### src/rtl/sc_et_decoder.sv
`default_nettype none
// ============================================================================
// Module   : sc_et_decoder
// Brief    : Early-terminated stochastic bitstream decoder (ones count scaled
//            by floor(log2 L)). Optional macro: SC_DEC_LEN_CHECK_EN.
// Revision : 1.0
// ============================================================================
module sc_et_decoder #(
    parameter int WIDTH      = 4,
    parameter int NUM_INPUTS = 2
) (
    input  logic                          clk,
    input  logic                          rst_n,
    input  logic                          in_valid,
    input  logic [NUM_INPUTS-1:0]         Xs,
    input  logic                          in_last,
    output logic [NUM_INPUTS*WIDTH-1:0]   Zs,
    output logic                          out_valid,
    output logic [WIDTH*NUM_INPUTS:0]     len,
    output logic                          busy,
    output logic                          ovf,
    output logic                          len_err
);
    localparam int c_LEN_W = WIDTH*NUM_INPUTS + 1;
    localparam int c_K_W   = $clog2(c_LEN_W);
    localparam int c_SH_W  = c_LEN_W + WIDTH;
    localparam logic [c_LEN_W-1:0] c_ONE  = {{(c_LEN_W-1){1'b0}}, 1'b1};
    localparam logic [c_LEN_W-1:0] c_LMAX = {1'b1, {(c_LEN_W-1){1'b0}}};
    localparam logic [c_SH_W-1:0]  c_ZMAX = {{c_LEN_W{1'b0}}, {WIDTH{1'b1}}};

    typedef enum logic [1:0] {
        S_IDLE  = 2'd0,
        S_ACCUM = 2'd1,
        S_DONE  = 2'd2
    } state_t;

    state_t                      r_state;
    state_t                      w_state_next;
    logic [c_LEN_W-1:0]          r_len_cnt;
    logic [c_LEN_W-1:0]          w_len_next;
    logic [c_LEN_W-1:0]          r_ones      [NUM_INPUTS];
    logic [c_LEN_W-1:0]          w_ones_next [NUM_INPUTS];
    logic [NUM_INPUTS*WIDTH-1:0] w_zs_next;
    logic [NUM_INPUTS*WIDTH-1:0] r_zs;
    logic [c_LEN_W-1:0]          r_len;
    logic [c_K_W-1:0]            w_k;
    logic                        w_accum;
    logic                        w_term;
    logic                        w_ovf_next;
    logic                        w_len_err_next;
    logic                        r_out_valid;
    logic                        r_ovf;
    logic                        r_len_err;

    // Outside ACCUM every valid bit opens a fresh stream, so counters start from zero.
    assign w_accum    = (r_state == S_ACCUM);
    assign w_len_next = (w_accum ? r_len_cnt : '0) + c_ONE;
    assign w_term     = in_valid && (in_last || (w_len_next == c_LMAX));
    assign w_ovf_next = (w_len_next == c_LMAX) && !in_last;

`ifdef SC_DEC_LEN_CHECK_EN
    assign w_len_err_next = |(w_len_next & (w_len_next - c_ONE));
`else
    assign w_len_err_next = 1'b0;
`endif

    always_comb begin
        w_k = '0;
        for (int i = 0; i < c_LEN_W; i++) begin
            if (w_len_next[i]) w_k = c_K_W'(i);
        end
    end

    for (genvar g = 0; g < NUM_INPUTS; g++) begin : g_stream
        logic [c_SH_W-1:0] w_scaled;
        assign w_ones_next[g] = (w_accum ? r_ones[g] : '0) + {{(c_LEN_W-1){1'b0}}, Xs[g]};
        // Full-width shift so a count equal to L saturates instead of wrapping.
        assign w_scaled = {w_ones_next[g], {WIDTH{1'b0}}} >> w_k;
        assign w_zs_next[g*WIDTH +: WIDTH] =
            (w_scaled > c_ZMAX) ? {WIDTH{1'b1}} : w_scaled[WIDTH-1:0];
    end

    always_ff @(posedge clk) begin
        if (!rst_n) r_state <= S_IDLE;
        else        r_state <= w_state_next;
    end

    always_comb begin
        w_state_next = r_state;
        if (in_valid) w_state_next = w_term ? S_DONE : S_ACCUM;
    end

    always_ff @(posedge clk) begin
        if (!rst_n) begin
            r_len_cnt   <= '0;
            for (int i = 0; i < NUM_INPUTS; i++) r_ones[i] <= '0;
            r_zs        <= '0;
            r_len       <= '0;
            r_out_valid <= 1'b0;
            r_ovf       <= 1'b0;
            r_len_err   <= 1'b0;
        end else begin
            r_out_valid <= w_term;
            if (in_valid) begin
                r_len_cnt <= w_len_next;
                for (int i = 0; i < NUM_INPUTS; i++) r_ones[i] <= w_ones_next[i];
            end
            if (w_term) begin
                r_zs      <= w_zs_next;
                r_len     <= w_len_next;
                r_ovf     <= w_ovf_next;
                r_len_err <= w_len_err_next;
            end
        end
    end

    assign Zs        = r_zs;
    assign len       = r_len;
    assign out_valid = r_out_valid;
    assign ovf       = r_ovf;
    assign len_err   = r_len_err;
    assign busy      = w_accum;

endmodule
`default_nettype wire
### config.mk
export PLATFORM = sky130hd
export DESIGN_NAME = sc_et_decoder
export DESIGN_NICKNAME = d
export VERILOG_FILES = /design/src/rtl/sc_et_decoder.sv
export SDC_FILE = /design/constraint.sdc
export NUM_CORES = 1
export LEC_CHECK = 0
export CORE_MARGIN = 2
export CORE_UTILIZATION = 45
export CTS_CLUSTER_SIZE = 14
export DETAILED_ROUTE_END_ITERATION = 8
export RECOVER_POWER = 100
export REMOVE_ABC_BUFFERS = 1
export SLEW_MARGIN = 25
export SYNTH_ARGS = -nofsm -noshare
export SYNTH_HDL_FRONTEND = slang
export SYNTH_SLANG_ARGS = --single-unit
### constraint.sdc
create_clock -name clk -period 10.5 [get_ports clk]
set_input_delay 2.1 -clock clk [delete_from_list [all_inputs] [get_ports clk]]
set_output_delay 2.1 -clock clk [all_outputs]
set_load 0.05 [all_outputs]
Word-level counts from Yosys, hierarchy flattened
Memory sizes are Yosys's and may differ from the RTL's.
Index checks and enable logic that the tools add are counted.
Operators by class
  $add $sub $neg: 3
  magnitude comparators: 2
  equality and inequality tests: 2
  shift-type cells: 2
  mux-type cells: 20
  bitwise operators: 2
  reduce and logical (&&, ||, !) cells: 4
Operator list (count)
  9-bit two-way mux: 5
  4-bit two-way mux: 9
  13-bit by 4-bit greater-than comparator with 1-bit output (second input constant): 2
  13-bit by 4-bit >> shifter with 13-bit output: 2
  9-bit by 1-bit adder with 9-bit output: 2
  9-bit by 1-bit adder with 9-bit output (second input constant): 1
  9-bit equality test (second input constant): 1
  1-bit two-way mux: 5
  2-bit by 1-bit equality test with 1-bit output (second input constant): 1
  1-bit logical AND: 2
  2-bit two-way mux: 1
  1-bit bitwise OR: 2
  1-bit zero test: 1
  1-bit logical OR: 1
Storage, ports and cells
  flip-flop bits (word level): 30
  memory bits (writable): 18
  input bits: 6
  output and inout port bits: 21
  logic and storage cells: 42
  memories kept: 1
Memories
  r_ones: depth 2, width 9, read ports 2, clocked after memory_dff 0, wr ports 2, RTL line 41  | logic [c_LEN_W-1:0] r_ones [NUM_INPUTS];

Depth between registers and ports, before layout
Gate-level depths: netlist (run 1).
  depth in word-level cells: 14
  mapped depth: 18
  mapped depth without buffers: 14

Least setup slack after synthesis (run 1)
Ideal clock, no wire load.
  kind: input to register
  from: input Xs[1]
  to: register r_zs[4] (netlist: Zs[4])
  setup time: 0.119 ns
  arrival time: 3.918 ns
  data required time: 10.381 ns
  path slack: 6.463 ns
  stages on the path: 11
  path buffers: 0
  cell sequence: ha_1 ha_1 nand3_1 xor2_1 nand2b_1 nand2_1 mux2_2 o211ai_1 and4_1 o21ai_2 o221a_2
On the way
  longest elaborated chain between the ends: 4
RTL lines
  from (decl): RTL line 15  | input logic [NUM_INPUTS-1:0] Xs,
  9-bit by 1-bit adder with 9-bit output (*): RTL line 76  | assign w_ones_next[g] = (w_accum ? r_ones[g] : '0) + {{(c_LEN_W-1){1'b0}}, Xs[g]};
  13-bit by 4-bit >> shifter with 13-bit output (*): RTL line 78  | assign w_scaled = {w_ones_next[g], {WIDTH{1'b0}}} >> w_k;
  13-bit by 4-bit greater-than comparator with 1-bit output: RTL line 80  | (w_scaled > c_ZMAX) ? {WIDTH{1'b1}} : w_scaled[WIDTH-1:0];
  4-bit two-way mux (*): RTL line 80
  to (signal assigned): RTL line 109  | r_zs <= w_zs_next;
  to (decl): RTL line 44  | logic [NUM_INPUTS*WIDTH-1:0] r_zs;
Every way passes the cells marked *; elsewhere a longest branch is shown, timed or not.
A chain may end at the register's enable or synchronous reset.

Worst setup path after layout (run 1)
  from: register r_state[1]
  to: register r_zs[5] (netlist: Zs[5])
On the way
  longest elaborated chain between the ends: 14
  elaborated cells on any way between the ends: 19
  classes of those cells: 2 x add/sub; 1 x order compare; 2 x eq/ne; 1 x shift; 11 x mux; 2 x reduce/logical
RTL lines
  from (decl): RTL line 37  | state_t r_state;
  from (signal assigned): RTL line 85  | else r_state <= w_state_next;
  2-bit by 1-bit equality test with 1-bit output (*): RTL line 56  | assign w_accum = (r_state == S_ACCUM);
  9-bit two-way mux: RTL line 57  | assign w_len_next = (w_accum ? r_len_cnt : '0) + c_ONE;
  9-bit by 1-bit adder with 9-bit output: RTL line 57
  1-bit two-way mux: RTL line 70  | if (w_len_next[i]) w_k = c_K_W'(i);
  4-bit two-way mux (7 in series): RTL line 70
  13-bit by 4-bit >> shifter with 13-bit output: RTL line 78
  13-bit by 4-bit greater-than comparator with 1-bit output: RTL line 80
  4-bit two-way mux: RTL line 80
Marks and branches as above.

==> qor.tcl, run 1 <==
set qor(detail_route.vias_per_cell) 5.799
set qor(flow.area_growth_from_synthesis_pct) 9.367
set qor(fin_util_pct) 50.62
set qor(maxClockFrequency_ghz) 0.1553
set qor(power.clock.fraction_pct) 29.1
set qor(detail_route.wirelength_mm) 7.921
set qor(initial_utilization_pct) 46.29
set qor(overflow) 0
set qor(sequentialPowerShare_pct) 54.9
set qor(ios) 27
set qor(failing_checks) {capacitance limit, slew limit}
set qor(final_hold_viol_count) 0
set qor(power_per_cell_area_nw_per_um2) 102.3
set qor(cts_buffers) 5
set qor(core_box_area_sq_um) 7214
set qor(cts_tree) {built}
set qor(netlist_area_sq_um) 3339
set qor(cts_buffer_depth) 2
set qor(synth-main-ff-cell) {sky130_fd_sc_hd__dfxtp_1}
set qor(antenna_cells_inserted) 0
set qor(setup-violations-final) 0
set qor(synth.lib_cells_used.distinct) 72
set qor(grt_first_pass_wirelength_mm) 13.61
set qor(vias) 2824
set qor(grt.total_usage_pct) 20.13
set qor(numClockSinks) 48
set qor(cts_resized) 0
set qor(number_of_synthesized_register_bits) 48
set qor(ctsHtreeMaxLevel) 2
set qor(p_int_mw) 0.2672
set qor(drv_cap) 1
set qor(rsz0062_at_grt) {no}
set qor(drt-pass1-iter-count) 4
set qor(detailedPlacementHpwl_mm) 5.591
set qor(root_buffer) {sky130_fd_sc_hd__clkbuf_8}
set qor(nNetsFinal) 398
set qor(outcome) {finished with violations}
set qor(holdCritPathClass) {reg2reg}
set qor(num_rows) 31
set qor(cts_setup_buffers) 0
set qor(gp_routability_congestion) 0.9053
set qor(timing.clock.skew_ns) 0.008272
set qor(syn_area_per_cell_sq_um) 8.835
set qor(path_max_fanout) 29
set qor(critical_setup_path_kind) {reg2reg}
set qor(wl_per_cell_um) 16.26
set qor(setup.worst_path.start_class) {flip-flop}
set qor(dieWidth_um) 90.15
set qor(clkTransAtPathRegs_ns) 0.09
set qor(vdd_drop_max_mv) 0.06072
set qor(synth-edff-count) 18
set qor(data_arrival_at_the_endpoint_of_the_critical_path_ns) 6.69
set qor(max_slew_headroom_pct) -7.488
set qor(power.switching_fraction_pct) 28.52
set qor(maxSlewViolCount) 14
set qor(period_needed_ns) 6.440
set qor(total_switching_power_mw) 0.1066
set qor(comb_power_share_pct) 16.0
set qor(synth-async-reset-ratio_pct) 0
set qor(post_route_cells_drive_above_1_share_pct) 7.474
set qor(syn_inst) 378
set qor(clock_insertion_delay_at_the_later_pin_of_the_skew_report_ns) 0.31
set qor(route.detailed.drc) 0
set qor(final_antenna_net_count) 0
set qor(io_buffers) 25
set qor(die_h_um) 90.15
set qor(first_iter_violations) 294
set qor(cp_data_required_time_ns) 10.75
set qor(grt_pass1_vias) 2667
set qor(power.static_leakage_nw) 1.343
set qor(grt_max_degree) 30
set qor(min_period_over_period_pct) 61.33
set qor(tns_ns) 0
set qor(slew_at_the_pin_closest_to_its_max_slew_limit_ns) 1.598
set qor(setup.worst_path.end_class) {flip-flop}
set qor(fp.dieArea_sq_um) 8126
set qor(cts-hold-fix-buffers) 0
set qor(seq_area_frac_synth_pct) 34.17
set qor(synth.yosys.warnings) 0
set qor(antenna_found_initial) 0
==> synth_stat cells, types with 6 or more instances <==
cell / n / area (sq um)
sky130_fd_sc_hd__a21oi_1: 13 / 65.06
sky130_fd_sc_hd__a31oi_1: 12 / 75.07
sky130_fd_sc_hd__and2_1: 13 / 81.33
sky130_fd_sc_hd__and3_1: 11 / 68.82
sky130_fd_sc_hd__buf_2: 8 / 40.04
sky130_fd_sc_hd__clkbuf_1: 14 / 52.55
sky130_fd_sc_hd__dfxtp_1: 30 / 600.6
sky130_fd_sc_hd__edfxtp_1: 18 / 540.5
sky130_fd_sc_hd__mux2i_1: 21 / 210.2
sky130_fd_sc_hd__nand2_1: 27 / 101.4
sky130_fd_sc_hd__nand3_1: 17 / 85.08
sky130_fd_sc_hd__nand4_1: 6 / 37.54
sky130_fd_sc_hd__nor2_1: 40 / 150.1
sky130_fd_sc_hd__nor2b_1: 16 / 100.1
sky130_fd_sc_hd__nor3_1: 6 / 30.03
sky130_fd_sc_hd__o21ai_0: 13 / 65.06
sky130_fd_sc_hd__xor2_1: 13 / 113.9
==> cell type report <==
class,count,area (sq um)
Clock buffer,7,76.32
Sequential cell,48,1141
Tap cell,99,123.9
Inverter,3,11.26
Timing Repair Buffer,29,269.0
Fill cell,720,3562
Clock inverter,1,3.754
Multi-Input combinational cell,300,2027
==> per-layer routing <==
layer / vias up / part of all wire (%) / global-route usage (%)
li1: 1414 / - / -
met1: 1338 / 49 / 28.63
met2: 63 / 45 / 31.83
met3: 9 / 4.0 / 2.934
met4: 0 / 1.3 / 5.769
met5: - / 0 / 0
==> power by group through the flow <==
stage	logic [mW]	clock network [mW]	registers, mW
6_report	0.0598	0.109	0.205
5_1_grt	0.0650	0.120	0.206
4_1_cts	0.0620	0.113	0.205
3_5_place_dp	0.0617	0	0.210
3_3_place_gp	0.0613	0	0.210
2_1_floorplan	0.0317	0	0.218
==> path summary, 6_finish.rpt <==
kind / depth (start not counted) / startpoint / slack [ns] / end
max: 13 / r_state[1] / 4.06 / Zs[5]
min: 1 / len[0] / 0.50 / len[0]
max reg2reg: 13 / r_state[1] / 4.06 / Zs[5]
min reg2reg: 1 / len[0] / 0.50 / len[0]
==> flip-flops by register name (all words and copies together) (netlist names) <==
| name | cells |
|---|---|
| out_valid | 1 |
| r_len_cnt | 9 |
| ovf | 1 |
| Zs | 8 |
| r_ones | 18 |
| len | 9 |
| r_state | 2 |
==> cells by family (layout without fill, tap and decap cells) <==
logic type                 count (synthesis)  in the layout  share of synthesized area, %
AOI/OAI and AO/OA                         88             88                         19.97
xor gates and xnor gates                  18             18                         4.721
adders and majority gates                  5              5                         1.873
buffers and inverters                     30             40                         4.946
DFF                                       48             48                         34.17
muxes                                     26             26                         8.430
other                                      1              1                        0.1123
and+or+nand+nor                          162            162                         25.78
==> worst max-delay path, cell delays in order, from the launching register on <==
cell	delay [ns]
sky130_fd_sc_hd__dfxtp_1	0.38
sky130_fd_sc_hd__nand2b_1	0.12
sky130_fd_sc_hd__clkbuf_1	1.04
sky130_fd_sc_hd__inv_1	0.75
sky130_fd_sc_hd__and2_0	0.40
sky130_fd_sc_hd__ha_1	0.38
sky130_fd_sc_hd__xnor2_1	0.26
sky130_fd_sc_hd__o22ai_1	0.25
sky130_fd_sc_hd__a21boi_0	1.26
sky130_fd_sc_hd__mux2_1	0.41
sky130_fd_sc_hd__a211oi_1	0.41
sky130_fd_sc_hd__nor4_2	0.06
sky130_fd_sc_hd__o21ai_0	0.37
sky130_fd_sc_hd__o221a_2	0.27
==> metrics by stage <==
step | area [sq um] | power [mW] | hold WS, ns | cells | worst slack, ns
6_report | 3652 | 0.3738 | 0.4998 | 487 | 4.060
5_1_grt | 3652 | 0.3909 | 0.5416 | 487 | 3.396
4_1_cts | 3674 | 0.3804 | 0.5087 | 487 | 5.581
3_5_place_dp | 3593 | 0.2715 | 0.4870 | 479 | 5.623
3_3_place_gp | 3590 | 0.2710 | 0.4829 | 479 | 5.712
2_1_floorplan | 3186 | 0.2497 | 0.4597 | 351 | 5.921
==> placed cells by master, fill, tap and decap left out, drive strengths merged, types with 6 or more instances in the layout <==
master / synthesis / routed
a21oi: 16 / 16
a31oi: 13 / 13
and2: 14 / 14
and3: 11 / 11
and4: 6 / 6
clkbuf: 14 / 10
dfxtp: 30 / 30
dlygate4sd3: 0 / 23
edfxtp: 18 / 18
mux2i: 22 / 22
nand2: 28 / 28
nand3: 17 / 17
nand4: 6 / 6
nor2: 40 / 40
nor2b: 16 / 16
nor3: 6 / 6
o21ai: 15 / 15
xor2: 13 / 13
Note: power is estimated with default switching activity, not from simulation.
==> run 2: changes to the inputs <==
--- a/config.mk
+++ b/config.mk
@@ -9,6 +9,7 @@
 export CORE_UTILIZATION = 45
 export CTS_CLUSTER_SIZE = 14
 export DETAILED_ROUTE_END_ITERATION = 8
+export PLACE_DENSITY = 0.67
 export RECOVER_POWER = 100
 export REMOVE_ABC_BUFFERS = 1
 export SLEW_MARGIN = 25
==> constraint.sdc (replaced) <==
create_clock -name clk -period 5.2 [get_ports clk]
set_input_delay 1.04 -clock clk [delete_from_list [all_inputs] [get_ports clk]]
set_output_delay 1.04 -clock clk [all_outputs]
set_load 0.05 [all_outputs]
==> run 2 against run 1 <==
  * Worst setup slack got worse by 3.3 ns
  * Sequential power up 100%
  * The run now ends clean
  * Total power grew 110%
  * Largest power group unchanged
  * Wire length grew 4.5%
  * Final cell count is 0.62% higher
  * Critical path depth shrank 1
  * Register-to-register slack lost 3.3 ns
  * Non-clock buffer count is 3 higher
  * First-iteration DRC count shrank 27%
  * Maximum frequency increased by 44%
  * Combinational power grew 100%
==> qor.tcl, run 2 (same netlist as run 1, synthesis figures left out) <==
set qor(outcome) {finished, final reports clean}
set qor(wl_per_cell_um) 16.89 ;# +3.9%
set qor(rsz0062_at_grt) {no}
set qor(die_h_um) 90.15 ;# unchanged
set qor(num_rows) 31 ;# unchanged
set qor(cts_setup_buffers) 0 ;# unchanged
set qor(data_arrival_at_the_endpoint_of_the_critical_path_ns) 4.70 ;# -1.99 ns
set qor(power.clock.fraction_pct) 32.4 ;# +3.3 points
set qor(drv_cap) 0 ;# -1
set qor(timing.clock.skew_ns) 0.009210 ;# +0.0009382 ns
set qor(power_per_cell_area_nw_per_um2) 214.9 ;# +110%
set qor(min_period_over_period_pct) 86.22 ;# +25 points
set qor(post_route_cells_drive_above_1_share_pct) 9.463 ;# +2.0 points
set qor(first_iter_violations) 214 ;# -27%
set qor(detailedPlacementHpwl_mm) 5.866 ;# +4.9%
set qor(cp_data_required_time_ns) 5.41 ;# -5.34 ns
set qor(clkTransAtPathRegs_ns) 0.09 ;# about the same
set qor(path_max_fanout) 20 ;# -31%
set qor(setup.worst_path.end_class) {flip-flop}
set qor(grt.total_usage_pct) 20.46 ;# +0.33 points
set qor(route.detailed.drc) 0 ;# unchanged
set qor(clock_insertion_delay_at_the_later_pin_of_the_skew_report_ns) 0.31 ;# about the same
set qor(timing.critical_path.max_delay_family) {compound AO/OA/AOI/OAI gates}
set qor(grt_max_degree) 29 ;# -3.3%
set qor(cts_resized) 0 ;# unchanged
set qor(setup-violations-final) 0 ;# unchanged
set qor(ios) 27 ;# unchanged
set qor(non_filler_cells_final) 490 ;# +0.62%
set qor(critical_setup_path_kind) {reg2reg}
set qor(tns_ns) 0 ;# unchanged
set qor(max_slew_headroom_pct) 6.869 ;# +14 points
set qor(fp.dieArea_sq_um) 8126 ;# unchanged
set qor(detail_route.vias_per_cell) 5.898 ;# +1.7%
set qor(cts_buffer_depth) 2 ;# unchanged
set qor(place.detailed.instances) 482 ;# +0.63%
set qor(dieWidth_um) 90.15 ;# unchanged
set qor(holdCritPathClass) {reg2reg}
set qor(flow.area_growth_from_synthesis_pct) 10.64
set qor(cts_tree) {built}
set qor(final_hold_viol_count) 0 ;# unchanged
set qor(layout_common_cells) {sky130_fd_sc_hd__nor2_1, sky130_fd_sc_hd__dfxtp_1, sky130_fd_sc_hd__nand2_1}
set qor(comb_power_share_pct) 15.4 ;# -0.6 points
set qor(power.total_mw) 0.7940 ;# +110%
set qor(vias) 2890 ;# +2.3%
set qor(gp_routability_congestion) 0.9137 ;# +0.93%
set qor(p_int_mw) 0.5696 ;# +110%
set qor(io_buffers) 25 ;# unchanged
set qor(final_antenna_net_count) 0 ;# unchanged
set qor(root_buffer) {sky130_fd_sc_hd__clkbuf_8}
set qor(numClockSinks) 48 ;# unchanged
set qor(maxSlewViolCount) 0 ;# -14
set qor(cts-hold-fix-buffers) 0 ;# unchanged
set qor(period_needed_ns) 4.484 ;# -1.956 ns
set qor(ctsHtreeMaxLevel) 2 ;# unchanged
set qor(worst_path_largest_cell_delay_ns) 1.09 ;# -0.17 ns
set qor(antenna_found_initial) 0 ;# unchanged
set qor(path_cells) {nand2b_1 -> inv_1 -> and2_1 -> ha_1 -> and4_1 -> mux2_4 -> a211oi_2 -> or2_0 -> a41oi_1 -> a221oi_1 -> nand4_1 -> o2111a_1}
set qor(grt_pass1_vias) 2820 ;# +5.7%
set qor(core_box_area_sq_um) 7214 ;# unchanged
set qor(drt-pass1-iter-count) 4 ;# unchanged
set qor(antenna_cells_inserted) 0 ;# unchanged
set qor(setup.reg_to_reg.worst_slack_ns) 0.72 ;# -3.34 ns
set qor(setup.worst_path.start_class) {flip-flop}
set qor(nNetsFinal) 401 ;# +0.75%
set qor(leading_cell_type_in_the_layout_fill_and_taps_excluded) {sky130_fd_sc_hd__nor2_1}
set qor(sequentialPowerShare_pct) 52.2 ;# -2.7 points
set qor(top_register_by_number_of_flip_flops) {r_ones}
set qor(initial_utilization_pct) 46.29 ;# unchanged
set qor(maxClockFrequency_ghz) 0.2230 ;# +44%
set qor(overflow) 0 ;# unchanged
set qor(grt_first_pass_wirelength_mm) 13.74 ;# +0.91%
set qor(power.static_leakage_nw) 1.374 ;# +2.3%
set qor(cts_buffers) 5 ;# unchanged
set qor(power.switching_fraction_pct) 28.27 ;# -0.25 points
set qor(worst_hold_slack_ns) 0.5059 ;# +0.006059 ns
set qor(vdd_drop_max_mv) 0.09753 ;# +61%
set qor(detail_route.wirelength_mm) 8.277 ;# +4.5%
set qor(largest_register_ff_count) 18 ;# unchanged
set qor(critical-path-slowest-cell) {sky130_fd_sc_hd__a211oi_2}
set qor(path_buf_inv) 1 ;# -1
set qor(total_switching_power_mw) 0.2244 ;# +110%
set qor(slew_at_the_pin_closest_to_its_max_slew_limit_ns) 1.394 ;# -0.2036 ns
==> run 2: layout make-up <==
class | count | area, sq um
clock buffers | 6 | 93.84
multi-input cells | 300 | 2017
flip-flops and latches | 48 | 1141
fillers | 703 | 3520
inverters | 3 | 11.26
repair buffers | 32 | 295.3
clock inverters | 2 | 12.51
well taps | 99 | 123.9
==> run 2: power by group through the flow <==
| stage | clock network [mW] | registers, mW | logic, mW |
|---|---|---|---|
| 4_1_cts | 0.267 | 0.415 | 0.126 |
| 3_5_place_dp | 0 | 0.423 | 0.126 |
| 5_1_grt | 0.280 | 0.417 | 0.132 |
| 6_report | 0.257 | 0.414 | 0.122 |
| 3_3_place_gp | 0 | 0.423 | 0.125 |
| 2_1_floorplan | 0 | 0.440 | 0.0639 |
==> run 2: worst paths after layout <==
check            to  cells past startpoint        from
max           Zs[0]                     12  r_state[1]
min          len[0]                      1      len[0]
max reg2reg   Zs[0]                     12  r_state[1]
min reg2reg  len[0]                      1      len[0]
==> run 2: layer usage <==
layer | vias up | track usage (%) | share of wire [%]
met2 | 59 | 34.90 | 47
li1 | 1425 | - | -
met3 | 13 | 2.347 | 3.1
met4 | 0 | 6.795 | 1.7
met1 | 1393 | 26.98 | 48
met5 | - | 0 | 0
==> run 2: per-stage QoR <==
stage	setup WS, ns	utilization, %	cell area (sq um)
2_1_floorplan	0.6211	-	3186
3_3_place_gp	1.303	50.07	3612
3_5_place_dp	1.252	50.07	3612
4_1_cts	1.223	51.54	3719
5_1_grt	0.4904	51.21	3695
6_report	0.7164	51.21	3695
